[config.mk]
export PLATFORM = sky130hd
export DESIGN_NAME = random_lfsr_ext
export DESIGN_NICKNAME = d
export VERILOG_FILES = /design/src/rtl/random_lfsr_ext.sv
export SDC_FILE = /design/constraint.sdc
export NUM_CORES = 1
export LEC_CHECK = 0
export ABC_CLOCK_PERIOD_IN_PS = 13700
export BUFFER_PORTS_ARGS = -buffer_cell sky130_fd_sc_hd__buf_2
export CAP_MARGIN = 10
export CORE_ASPECT_RATIO = 1.75
export CORE_MARGIN = 4
export CORE_UTILIZATION = 55
export CTS_BUF_LIST = sky130_fd_sc_hd__clkbuf_16
export DETAILED_ROUTE_END_ITERATION = 10
export GPL_TIMING_DRIVEN = 0
export HOLD_SLACK_MARGIN = 0.05
export PLACE_DENSITY = 0.81
export SETUP_SLACK_MARGIN = 0.4
export SLEW_MARGIN = 5
export SYNTH_ARGS = -nofsm -noshare
export SYNTH_HDL_FRONTEND = slang
export SYNTH_SLANG_ARGS = --single-unit
[constraint.sdc]
create_clock -name clk -period 13.7 [get_ports clk]
set_input_delay 2.74 -clock clk [delete_from_list [all_inputs] [get_ports clk]]
set_output_delay 2.74 -clock clk [all_outputs]
set_load 0.05 [all_outputs]
[src/rtl/random_lfsr_ext.sv]
// random_lfsr_ext
//   XNOR-feedback shift-register pseudo-random generator for the polynomial
//   1 + x^TAP + x^WIDTH. The all-ones-prefix correction term is folded into
//   the feedback, so a primitive polynomial walks all 2^WIDTH states,
//   including all-zeros and all-ones.
//
// Parameters
//   WIDTH  state/output width (>= 3)
//   TAP    second polynomial exponent, 1 <= TAP < WIDTH (tap bit s[TAP-1])
//   STEPS  single steps applied per enabled clock (1..WIDTH), unrolled
//   SEED   state value loaded by reset
//
// Ports
//   clk     rising-edge clock
//   rst     asynchronous reset, active high
//   en      advance the state by STEPS steps this cycle
//   load    load seed into the state this cycle (overrides en)
//   seed    value taken on load
//   random  current state (registered)
//   valid   high once random holds loaded or stepped data
//   wrap    one-cycle pulse when random returns to the captured start value
//
// Flow control: there is no valid/ready handshake. valid only says that
// random holds real data. The consumer controls the rate through en, and
// random changes only on a clock edge where en or load is high.
module random_lfsr_ext #(
  parameter int               WIDTH = 71,
  parameter int               TAP   = 65,
  parameter int               STEPS = 1,
  parameter logic [WIDTH-1:0] SEED  = '0
) (
  input  logic             clk,
  input  logic             rst,
  input  logic             en,
  input  logic             load,
  input  logic [WIDTH-1:0] seed,
  output logic [WIDTH-1:0] random,
  output logic             valid,
  output logic             wrap
);

  logic [WIDTH-1:0] r_state;
  logic [WIDTH-1:0] r_start;
  logic             r_valid;
  logic             r_wrap;

  logic [WIDTH-1:0] w_next;

  // A single shift. The AND of the low bits flips the feedback in the two
  // states whose low WIDTH-1 bits are all ones. This splices the all-ones
  // state into the cycle, so no state locks up.
  function automatic logic [WIDTH-1:0] step_once(input logic [WIDTH-1:0] s);
    logic fb;
    fb = ~(s[WIDTH-1] ^ s[TAP-1]) ^ (&s[WIDTH-2:0]);
    return {s[WIDTH-2:0], fb};
  endfunction

  // STEPS single steps chained combinationally, so there is no extra latency.
  always_comb begin
    w_next = r_state;
    for (int i = 0; i < STEPS; i++) begin
      w_next = step_once(w_next);
    end
  end

  // Priority is load > en > hold. wrap is recomputed on every edge, so it
  // can never stay high through a hold cycle.
  always_ff @(posedge clk or posedge rst) begin
    if (rst) begin
      r_state <= SEED;
      r_start <= SEED;
      r_valid <= 1'b0;
      r_wrap  <= 1'b0;
    end else if (load) begin
      r_state <= seed;
      r_start <= seed;
      r_valid <= 1'b1;
      r_wrap  <= 1'b0;
    end else if (en) begin
      r_state <= w_next;
      r_valid <= 1'b1;
      r_wrap  <= (w_next == r_start);
    end else begin
      r_wrap  <= 1'b0;
    end
  end

  assign random = r_state;
  assign valid  = r_valid;
  assign wrap   = r_wrap;

endmodule
# Word-level counts from Yosys, hierarchy flattened

Index checks and enable logic that the tools add are counted.

Bits in registers: 144
Input bits: 75
Output and inout bits: 73
Logic and storage cells: 16

Equal/unequal tests: 1
Mux-type cells: 6
Bitwise operators: 3
Reduce and logical (&&, ||, !) cells: 2

Operator list:

| operator          | count |
|---|---|
| $mux 71           | 2 |
| $eq 71x71->1      | 1 |
| $reduce_and 70->1 | 1 |
| $mux 1            | 4 |
| $reduce_bool 2->1 | 1 |
| $xor 1x1->1       | 2 |
| $not 1->1         | 1 |

# Depth between registers and ports, before layout

Gate-level depths: netlist of the first run.

Depth after elaboration: 6
Depth in mapped cells: 6

# Worst setup path after synthesis of the first run

OpenSTA, ideal clock, no wires.

Path type: input-to-reg
Start point: input port en
End point: register r_wrap (netlist: wrap)
Library setup time: 68 ps
Data arrival time: 3663 ps
Data required time: 13632 ps
Path slack: 9969 ps
Stages: 6
Cell sequence: clkbuf_1 nand2b_1 nor3_1 nand3_1 nand4b_1 and4b_1

Word-level cells in the longest chain between the ends: 2

RTL lines:

| element              | line | RTL |
|---|---|---|
| start, declared      | 34   | `input logic en,` |
| $mux 1               | 79   | `end else if (en) begin` |
| $mux 1               | 74   | `end else if (load) begin` |
| end signal, assigned | 82   | `r_wrap <= (w_next == r_start);` |
| end, declared        | 45   | `logic r_wrap;` |

Every way passes these cells.
A chain may end at the register's enable or synchronous reset.

# Final worst setup path of the first run

Start point: register r_state[20] (netlist: random[20])
End point: output port random[20]

RTL lines:

| element                | line | RTL |
|---|---|---|
| start, declared        | 42   | `logic [WIDTH-1:0] r_state;` |
| start signal, assigned | 80   | `r_state <= w_next;` |
| end, declared          | 37   | `output logic [WIDTH-1:0] random,` |

No word-level cell between the ends.

==> results of run 1 <==
-- flip-flops by register name (all words and copies together), names as in the netlist --
register,flops
r_start,71
random,71
valid,1
wrap,1
-- path summary, 6_finish.rpt --
kind                       startpoint         end  slack (ps)  depth (start not counted)
max in group asynchronous         rst  random[54]       10520                          3
max reg2reg                random[61]        wrap       11500                          6
min in group asynchronous         rst   random[8]        2400                          2
min                             valid       valid         470                          1
max                        random[20]  random[20]        9640                          1
min reg2reg                     valid       valid         470                          1
-- layout by cell type (no fill, tap or decap), types with 2 or more instances in the layout --
cell type / synthesis / layout
a221oi_1: 6 / 6
nand2_1: 72 / 72
o21ai_0: 142 / 142
clkbuf_16: 0 / 17
nand3_1: 2 / 2
inv_1: 76 / 77
o2bb2ai_1: 3 / 3
clkinv_4: 0 / 2
clkinv_1: 0 / 3
nand4_1: 29 / 29
nor2_1: 2 / 2
o22ai_1: 8 / 8
bufinv_16: 0 / 3
dfrtp_1: 144 / 144
xnor2_1: 40 / 40
nor3_1: 3 / 3
mux2i_1: 70 / 70
nor4_1: 7 / 7
clkinvlp_4: 0 / 2
xor2_1: 7 / 7
buf_2: 7 / 152
a22oi_1: 4 / 4
clkbuf_1: 25 / 25
clkinv_2: 0 / 2
-- routing by layer --
layer	part of all wire, %	vias up	routed length, microns	track usage, %
li1	-	2598	-	-
met4	5.0	0	1055	15.97
met5	0	-	0	0
met3	6.1	63	1293	4.673
met1	36	2894	7733	37.10
met2	53	306	11210	53.94
-- cell families (layout without fill, tap and decap cells) --
group	count (synthesis)	after routing
AOI/OAI and AO/OA	168	168
xor gates and xnor gates	48	48
buffers and inverters	108	285
DFF	144	144
muxes	70	70
and+or+nand+nor	121	121
-- power by group through the flow --
stage          logic [mW]  registers (mW)  clock network (mW)
2_1_floorplan      0.0972           0.587                   0
3_3_place_gp        0.244           0.523                   0
3_5_place_dp        0.250           0.526                   0
4_1_cts             0.252           0.519               0.459
5_1_grt             0.268           0.525               0.478
6_report            0.252           0.521               0.459
-- per-stage QoR --
step	hold WS, ps	util [%]	area [sq um]	power [mW]	cells
final	467.2	69.60	8152	1.233	971
after global routing	502.8	69.60	8152	1.271	971
after CTS	470.0	69.60	8152	1.230	971
after detailed placement	447.7	64.68	7575	0.7754	940
after global placement	444.8	64.40	7542	0.7672	939
after floorplan	491.4	-	6648	0.6837	659
-- layout make-up --
type	instances	area share, %
timing repair buffer	146	9.240
clock inverter	14	1.857
sequential	144	44.21
inverter	76	3.561
tap	135	2.072
multi-input combinational	407	32.26
clock buffer	17	5.219
buffer	32	1.581
==> out/metrics.cfg, run 1 <==
[synthesis]
synthesis.area_sq_um = 6648
synth_mux_area_share_pct = 10.54
synth_top_family_by_area = compound AO/OA/AOI/OAI gates
synth_compound_area_share_pct = 13.74
synth_most_common_cell = dfrtp_1
yosys.area_share.simple_pct = 8.752
synthDominantCellAreaShare_pct = 54.21
ys_types = 30
ys_warn_count = 0
ys_async_sr_fraction_pct = 100.0
synthTopCellsByCount = dfrtp_1, o21ai_0, inv_1
synthXorXnorAreaFrac_pct = 6.531
syn_area_per_cell_sq_um = 10.09
synth_top_area_cell = dfrtp_1
synth.net_count = 734
synthAdderAreaFrac_pct = 0
synth-edff-count = 0
syn_inst = 659
synth_area_leaders = dfrtp_1, o21ai_0, mux2i_1
ys_seq_elements = 144
synth-seq-area-share_pct = 54.21
ys.flop_type = dfrtp_1

[critical_path]
cp.required_ps = 10960
cp_slowest_cell = dfrtp_1
cp.arrival_ps = 1320
crit_buf_inv = 1
crit_fanout = 6
criticalPathCategory = flip-flop to output pin
crit_family = flip-flops
critPathLaunchType = flip-flop
crit_path_cell_trace = buf_2
endpoint_kind = output pin
slowest_delay_ps = 560

[finish]
regArea_sq_um = 3603
diodes = 0
areaGrowthSynthToFinish_pct = 22.62
multi_input_area_sq_um = 2630
fin_nets = 899
fill_cells = 916
drive_above_1_share_pct = 21.77

[clock_network]
cts.root.buffer_cell = clkbuf_16
post_cts_resized = 0
clockBufferDepth = 2
numCtsBuffers = 17
postCtsHoldBufs = 0
post-cts-setup-buffers = 0
h-tree-depth = 4
cts_sinks = 144
insertion_delay_ps = 420
clkTransAtPathRegs_ps = 60
cts_tree = yes

[power]
power_frac_comb_pct = 20.4
sw_frac_of_total_pct = 33.18
power_density_nw_per_um2 = 151.2
p_leak_nw = 3.986
pwr-share-clk_pct = 37.3
intPower_mw = 0.8236
p_switching_mw = 0.4089
p_seq_share_pct = 42.3
peakVddDrop_mv = 0.09546

[run]
drv_cap = 0

[floorplanning]
io_pins = 148
die_h_microns = 153.4
fp.dieW_microns = 91.11
coreArea_sq_um = 11710
rows = 52
die-area_sq_um = 13980
start_util_pct = 56.76

[timing]
rsz0062_at_grt = no
worstMarginPinSlew_ps = 650.1
maxSlewViolCount = 0
tns_ps = 0
period_share_pct = 29.60
relSlewSlack_pct = 56.66
hold_viol_final = 0
fmax_mhz = 246.6
setup_ws_ps = 9644
setup_viol = 0
fin_skew_ps = 9.276
period_needed_ps = 4056

[global_route]
grt_pass1_vias = 6064
grt_pass1_wl_microns = 33300
grt.total_usage_pct = 31.09
antenna_found_initial = 0
grt.overflow.total = 0
grt_max_degree = 81

[route]
antenna_left = 0
wl_per_cell_microns = 21.93
drcViolationCount = 0
dr.pass1.iters = 5
vias = 5861
routed_via_density = 6.036
finalWirelength_microns = 21300
drt_iter0_markers = 457

[placed_design]
dp_hpwl_microns = 15860
gp_congestion = 0.9563
io_buffers = 145
dp_slack_ps = 9275

[hold_path]
min_path_type = flip-flop to flip-flop

[outcome]
outcome = finished, final reports clean

(Power assumes the default switching activity.)
==> inputs of run 2 (changes only) <==
--- a/config.mk
+++ b/config.mk
@@ -5,17 +5,17 @@
 export SDC_FILE = /design/constraint.sdc
 export NUM_CORES = 1
 export LEC_CHECK = 0
-export ABC_CLOCK_PERIOD_IN_PS = 13700
+export ABC_CLOCK_PERIOD_IN_PS = 3940
 export BUFFER_PORTS_ARGS = -buffer_cell sky130_fd_sc_hd__buf_2
 export CAP_MARGIN = 10
 export CORE_ASPECT_RATIO = 1.75
 export CORE_MARGIN = 4
-export CORE_UTILIZATION = 55
+export CORE_UTILIZATION = 54
 export CTS_BUF_LIST = sky130_fd_sc_hd__clkbuf_16
 export DETAILED_ROUTE_END_ITERATION = 10
 export GPL_TIMING_DRIVEN = 0
 export HOLD_SLACK_MARGIN = 0.05
-export PLACE_DENSITY = 0.81
+export PLACE_DENSITY = 0.8
 export SETUP_SLACK_MARGIN = 0.4
 export SLEW_MARGIN = 5
 export SYNTH_ARGS = -nofsm -noshare
==> constraint.sdc (replaced) <==
create_clock -name clk -period 3.94 [get_ports clk]
set_input_delay 0.788 -clock clk [delete_from_list [all_inputs] [get_ports clk]]
set_output_delay 0.788 -clock clk [all_outputs]
set_load 0.05 [all_outputs]
==> out/metrics.cfg, run 2 (same netlist as run 1, synthesis figures left out) <==
[outcome]
outcome = finished, final reports clean

[timing]
tns_ps = 0
rsz0062_at_grt = no
fmax_mhz = 463.2
fin_skew_ps = 6.215
setup_viol = 0
period_needed_ps = 2159
period_share_pct = 54.79
worstMarginPinSlew_ps = 648.5
maxSlewViolCount = 0
relSlewSlack_pct = 56.77
hold_viol_final = 0

[route]
antenna_left = 0
drt_iter0_markers = 439
dr.pass1.iters = 5
vias = 5954
finalWirelength_microns = 21280
routed_via_density = 5.924
wl_per_cell_microns = 21.18
drcViolationCount = 0

[clock_network]
numCtsBuffers = 17
insertion_delay_ps = 420
cts_sinks = 144
clockBufferDepth = 2
h-tree-depth = 4
post_cts_resized = 0
cts_tree = yes
postCtsHoldBufs = 0
clkTransAtPathRegs_ps = 60
post-cts-setup-buffers = 0
cts.root.buffer_cell = clkbuf_16

[critical_path]
rr_worst_depth = 5
r2r_end = wrap
cp.required_ps = 4300
rrSetupSlack_ps = 1780
crit_fanout = 5
endpoint_kind = flip-flop
critPathLaunchType = flip-flop
cp.arrival_ps = 2510
criticalPathCategory = flip-flop to flip-flop
timing.rr.start = random[30]

[power]
power_density_nw_per_um2 = 516.8
p_leak_nw = 3.996
peakVddDrop_mv = 0.3221

[floorplanning]
die_h_microns = 154.8
fp.dieW_microns = 91.87
rows = 53
coreArea_sq_um = 12070
die-area_sq_um = 14220
io_pins = 148
start_util_pct = 55.08

[global_route]
grt.overflow.total = 0
grt_pass1_vias = 6082
grt.total_usage_pct = 30.43
grt_max_degree = 40
antenna_found_initial = 0
grt_pass1_wl_microns = 32950

[finish]
fin_area_sq_um = 8234
fin_cells = 1005
most-common-layout-cells = buf_2, dfrtp_1, o21ai_0
fin_nets = 902
areaGrowthSynthToFinish_pct = 23.87
final_common_cell = buf_2
diodes = 0
drive_above_1_share_pct = 22.50

[placed_design]
dp_cells = 973
placed_cell_area_sq_um = 7664
io_buffers = 145
gp_congestion = 0.9913
dp_hpwl_microns = 15790

[run]
drv_cap = 0

[hold_path]
min_path_type = input port to asynchronous set/reset pin

## run 2: changes by cell type in the layout (fill, tap and decap cells not counted), sizes merged
cell and change:
buf +3, clkinv +2, clkinvlp +2, inv -2, bufinv -1
## run 2: cell type report
type | count | area, sq um
buffer | 32 | 128.9
clock buffer | 17 | 425.4
clock inverter | 15 | 145.1
fill | 954 | 3835
inverter | 76 | 289.0
multi-input combinational | 407 | 2630
sequential | 144 | 3603
tap | 165 | 206.4
timing repair buffer | 149 | 805.8
## run 2: report_power, final
group          leakage [nW]  total, mW  switching [mW]  internal, mW
clock network         0.274       1.56           0.632         0.925
logic                  1.97      0.884           0.614         0.270
registers              1.75       1.81           0.193          1.62
total                  4.00       4.26            1.44          2.82
## run 2: worst max-delay path, cell delays in order (launching register included)
cell and delay [ps]:
dfrtp_1 440, xnor2_1 500, nand4_1 200, nor4_1 500, nand4b_1 170, and4b_1 290
## run 2: layer usage
layer | global-route usage (%) | wire [microns] | vias up
met5 | 0 | 0 | -
met4 | 19.42 | 1277 | 0
met3 | 5.839 | 1700 | 90
met2 | 52.16 | 11080 | 371
met1 | 34.39 | 7225 | 2891
li1 | - | - | 2602
## run 2: per-stage QoR
stage	hold WS [ps]	power, mW	worst slack (ps)	utilization, %
finish	357.3	4.255	1781	68.23
global route	391.4	4.382	1703	68.23
CTS	368.3	4.238	1821	68.23
detailed placement	460.1	2.696	1495	63.50
global placement	443.7	2.662	568.3	62.83
floorplan	491.4	2.378	1347	-
## run 2: worst max-delay path by stage
stage | start | endpoint | slack (ps)
floorplan | rst | r_start[0] | 1350
global placement | rst | random[46] | 570
detailed placement | load | random[52] | 1500
CTS | random[10] | wrap | 1820
global route | random[47] | wrap | 1700
finish | random[30] | wrap | 1780
==> inputs of run 3 (changes only) <==
--- a/config.mk
+++ b/config.mk
@@ -5,7 +5,7 @@
 export SDC_FILE = /design/constraint.sdc
 export NUM_CORES = 1
 export LEC_CHECK = 0
-export ABC_CLOCK_PERIOD_IN_PS = 3940
+export ABC_CLOCK_PERIOD_IN_PS = 2200
 export BUFFER_PORTS_ARGS = -buffer_cell sky130_fd_sc_hd__buf_2
 export CAP_MARGIN = 10
 export CORE_ASPECT_RATIO = 1.75
==> constraint.sdc (replaced) <==
create_clock -name clk -period 2.2 [get_ports clk]
set_input_delay 0.44 -clock clk [delete_from_list [all_inputs] [get_ports clk]]
set_output_delay 0.44 -clock clk [all_outputs]
set_load 0.05 [all_outputs]
==> out/metrics.cfg, run 3 (same netlist as run 1, synthesis figures left out) <==
[clock_network]
cts_sinks = 144
clkTransAtPathRegs_ps = 60
cts_tree = yes
clockBufferDepth = 2
insertion_delay_ps = 430
numCtsBuffers = 17
h-tree-depth = 4
cts.root.buffer_cell = clkbuf_16

[global_route]
grt.overflow.total = 0
grt_pass1_wl_microns = 34620
antenna_found_initial = 0
grt_pass1_vias = 6345
grt_max_degree = 40
grt.total_usage_pct = 32.12

[finish]
multi_input_area_sq_um = 2671
regArea_sq_um = 3654
diodes = 0
fin_nets = 946
most-common-layout-cells = buf_2, o21ai_0, dfrtp_1
fin_cells = 1049
fill_cells = 885
drive_above_1_share_pct = 31.45
fin_util_pct = 71.86
areaGrowthSynthToFinish_pct = 30.47
final_common_cell = buf_2

[floorplanning]
die_h_microns = 154.8
die-area_sq_um = 14220
start_util_pct = 55.08
fp.dieW_microns = 91.87
rows = 53
io_pins = 148
coreArea_sq_um = 12070

[route]
routed_via_density = 5.893
finalWirelength_microns = 22550
wl_per_cell_microns = 21.50
highest_layer = met4
vias = 6182
antenna_left = 0
dr_wl_met3_microns = 1650
dr.pass1.iters = 7
drcViolationCount = 0
wl_met1_microns = 7798
wl_met2_microns = 11470
drt_iter0_markers = 566

[timing]
fin_skew_ps = 7.165
rsz0062_at_grt = yes
maxSlewViolCount = 0
fmax_mhz = 490.9
setup_viol = 0
relSlewSlack_pct = 57.67
worstMarginPinSlew_ps = 634.9
period_share_pct = 92.60
hold_viol_final = 0
period_needed_ps = 2037

[critical_path]
cp_slowest_cell = xnor2_1
crit_family = simple AND/OR/NAND/NOR gates
cp.required_ps = 2560
rrSetupSlack_ps = 160
rr_worst_depth = 6
crit_fanout = 4
crit_path_cell_trace = buf_4 > xnor2_1 > nand4_1 > nor4_2 > nand4b_1 > and4b_1
slowest_delay_ps = 450
r2r_end = wrap
crit_buf_inv = 1
cp.arrival_ps = 2400
critPathLaunchType = flip-flop
criticalPathCategory = flip-flop to flip-flop
timing.rr.start = random[3]
endpoint_kind = flip-flop

[power]
p_total_mw = 7.808
power_density_nw_per_um2 = 900.3
p_leak_nw = 4.196
peakVddDrop_mv = 0.5958

[hold_path]
min-delay-start = seed[43]
holdPathEnd = r_start[43]
hold_depth = 3
min_path_type = input port to flip-flop

[placed_design]
gp_congestion = 0.9913
dp_hpwl_microns = 15790
io_buffers = 145
dp_cells = 973

[run]
drv_cap = 0

[outcome]
outcome = finished, final reports clean

run 3: worst register-to-register path: cells and delay by family (launching register included):
kind	cells	cell delay, ps
buf+inv	1	150
flops	1	380
simple gates	4	990
xor+xnor	1	450
run 3: cell type report:
type	count	share of cell area, %
Buffer	32	1.500
Sequential cell	144	42.12
Clock buffer	17	4.905
Timing Repair Buffer	193	13.29
Inverter	76	3.332
Clock inverter	15	1.673
Multi-Input combinational cell	407	30.80
Tap cell	165	2.380
run 3: power breakdown:
part / switching, mW / leakage, nW / internal, mW
sequential: 0.271 / 1.70 / 2.92
combinational: 1.23 / 2.22 / 0.594
clock: 1.14 / 0.274 / 1.66
total: 2.64 / 4.20 / 5.17
run 3: how the worst max path moves through the flow:
| stage | from | endpoint | slack (ps) | depth (start not counted) |
|---|---|---|---|---|
| CTS | random[30] | wrap | 310 | 6 |
| global route | random[8] | wrap | 230 | 6 |
| global placement | rst | random[46] | -820 | 2 |
| floorplan | rst | r_start[0] | -50 | 1 |
| detailed placement | random[10] | wrap | 90 | 6 |
| finish | random[3] | wrap | 160 | 6 |
run 3: timing repair:
action                     in CTS  in global routing
hold endpoints to repair       16                  0
setup endpoints to repair       2                  4
setup buffers                  37                  6
gates resized for setup        42                 12
hold buffers                    1                  0
pin swaps                      12                  4
run 3: through the flow:
step	TNS, ps	hold WS (ps)	cell area (sq um)	setup slack (ps)
2_1_floorplan	-6486	491.4	6651	-45.04
3_3_place_gp	-117070	443.7	7584	-823.7
3_5_place_dp	0	458.3	7664	88.22
4_1_cts	0	238.1	8607	308.4
5_1_grt	0	254.2	8673	234.1
6_report	0	235.6	8673	162.8
run 3: metal layers:
metal / track usage, % / vias to the layer above
met5: 0 / -
met4: 22.11 / 0
met3: 7.056 / 108
met2: 54.60 / 361
met1: 35.40 / 3018
li1: - / 2695
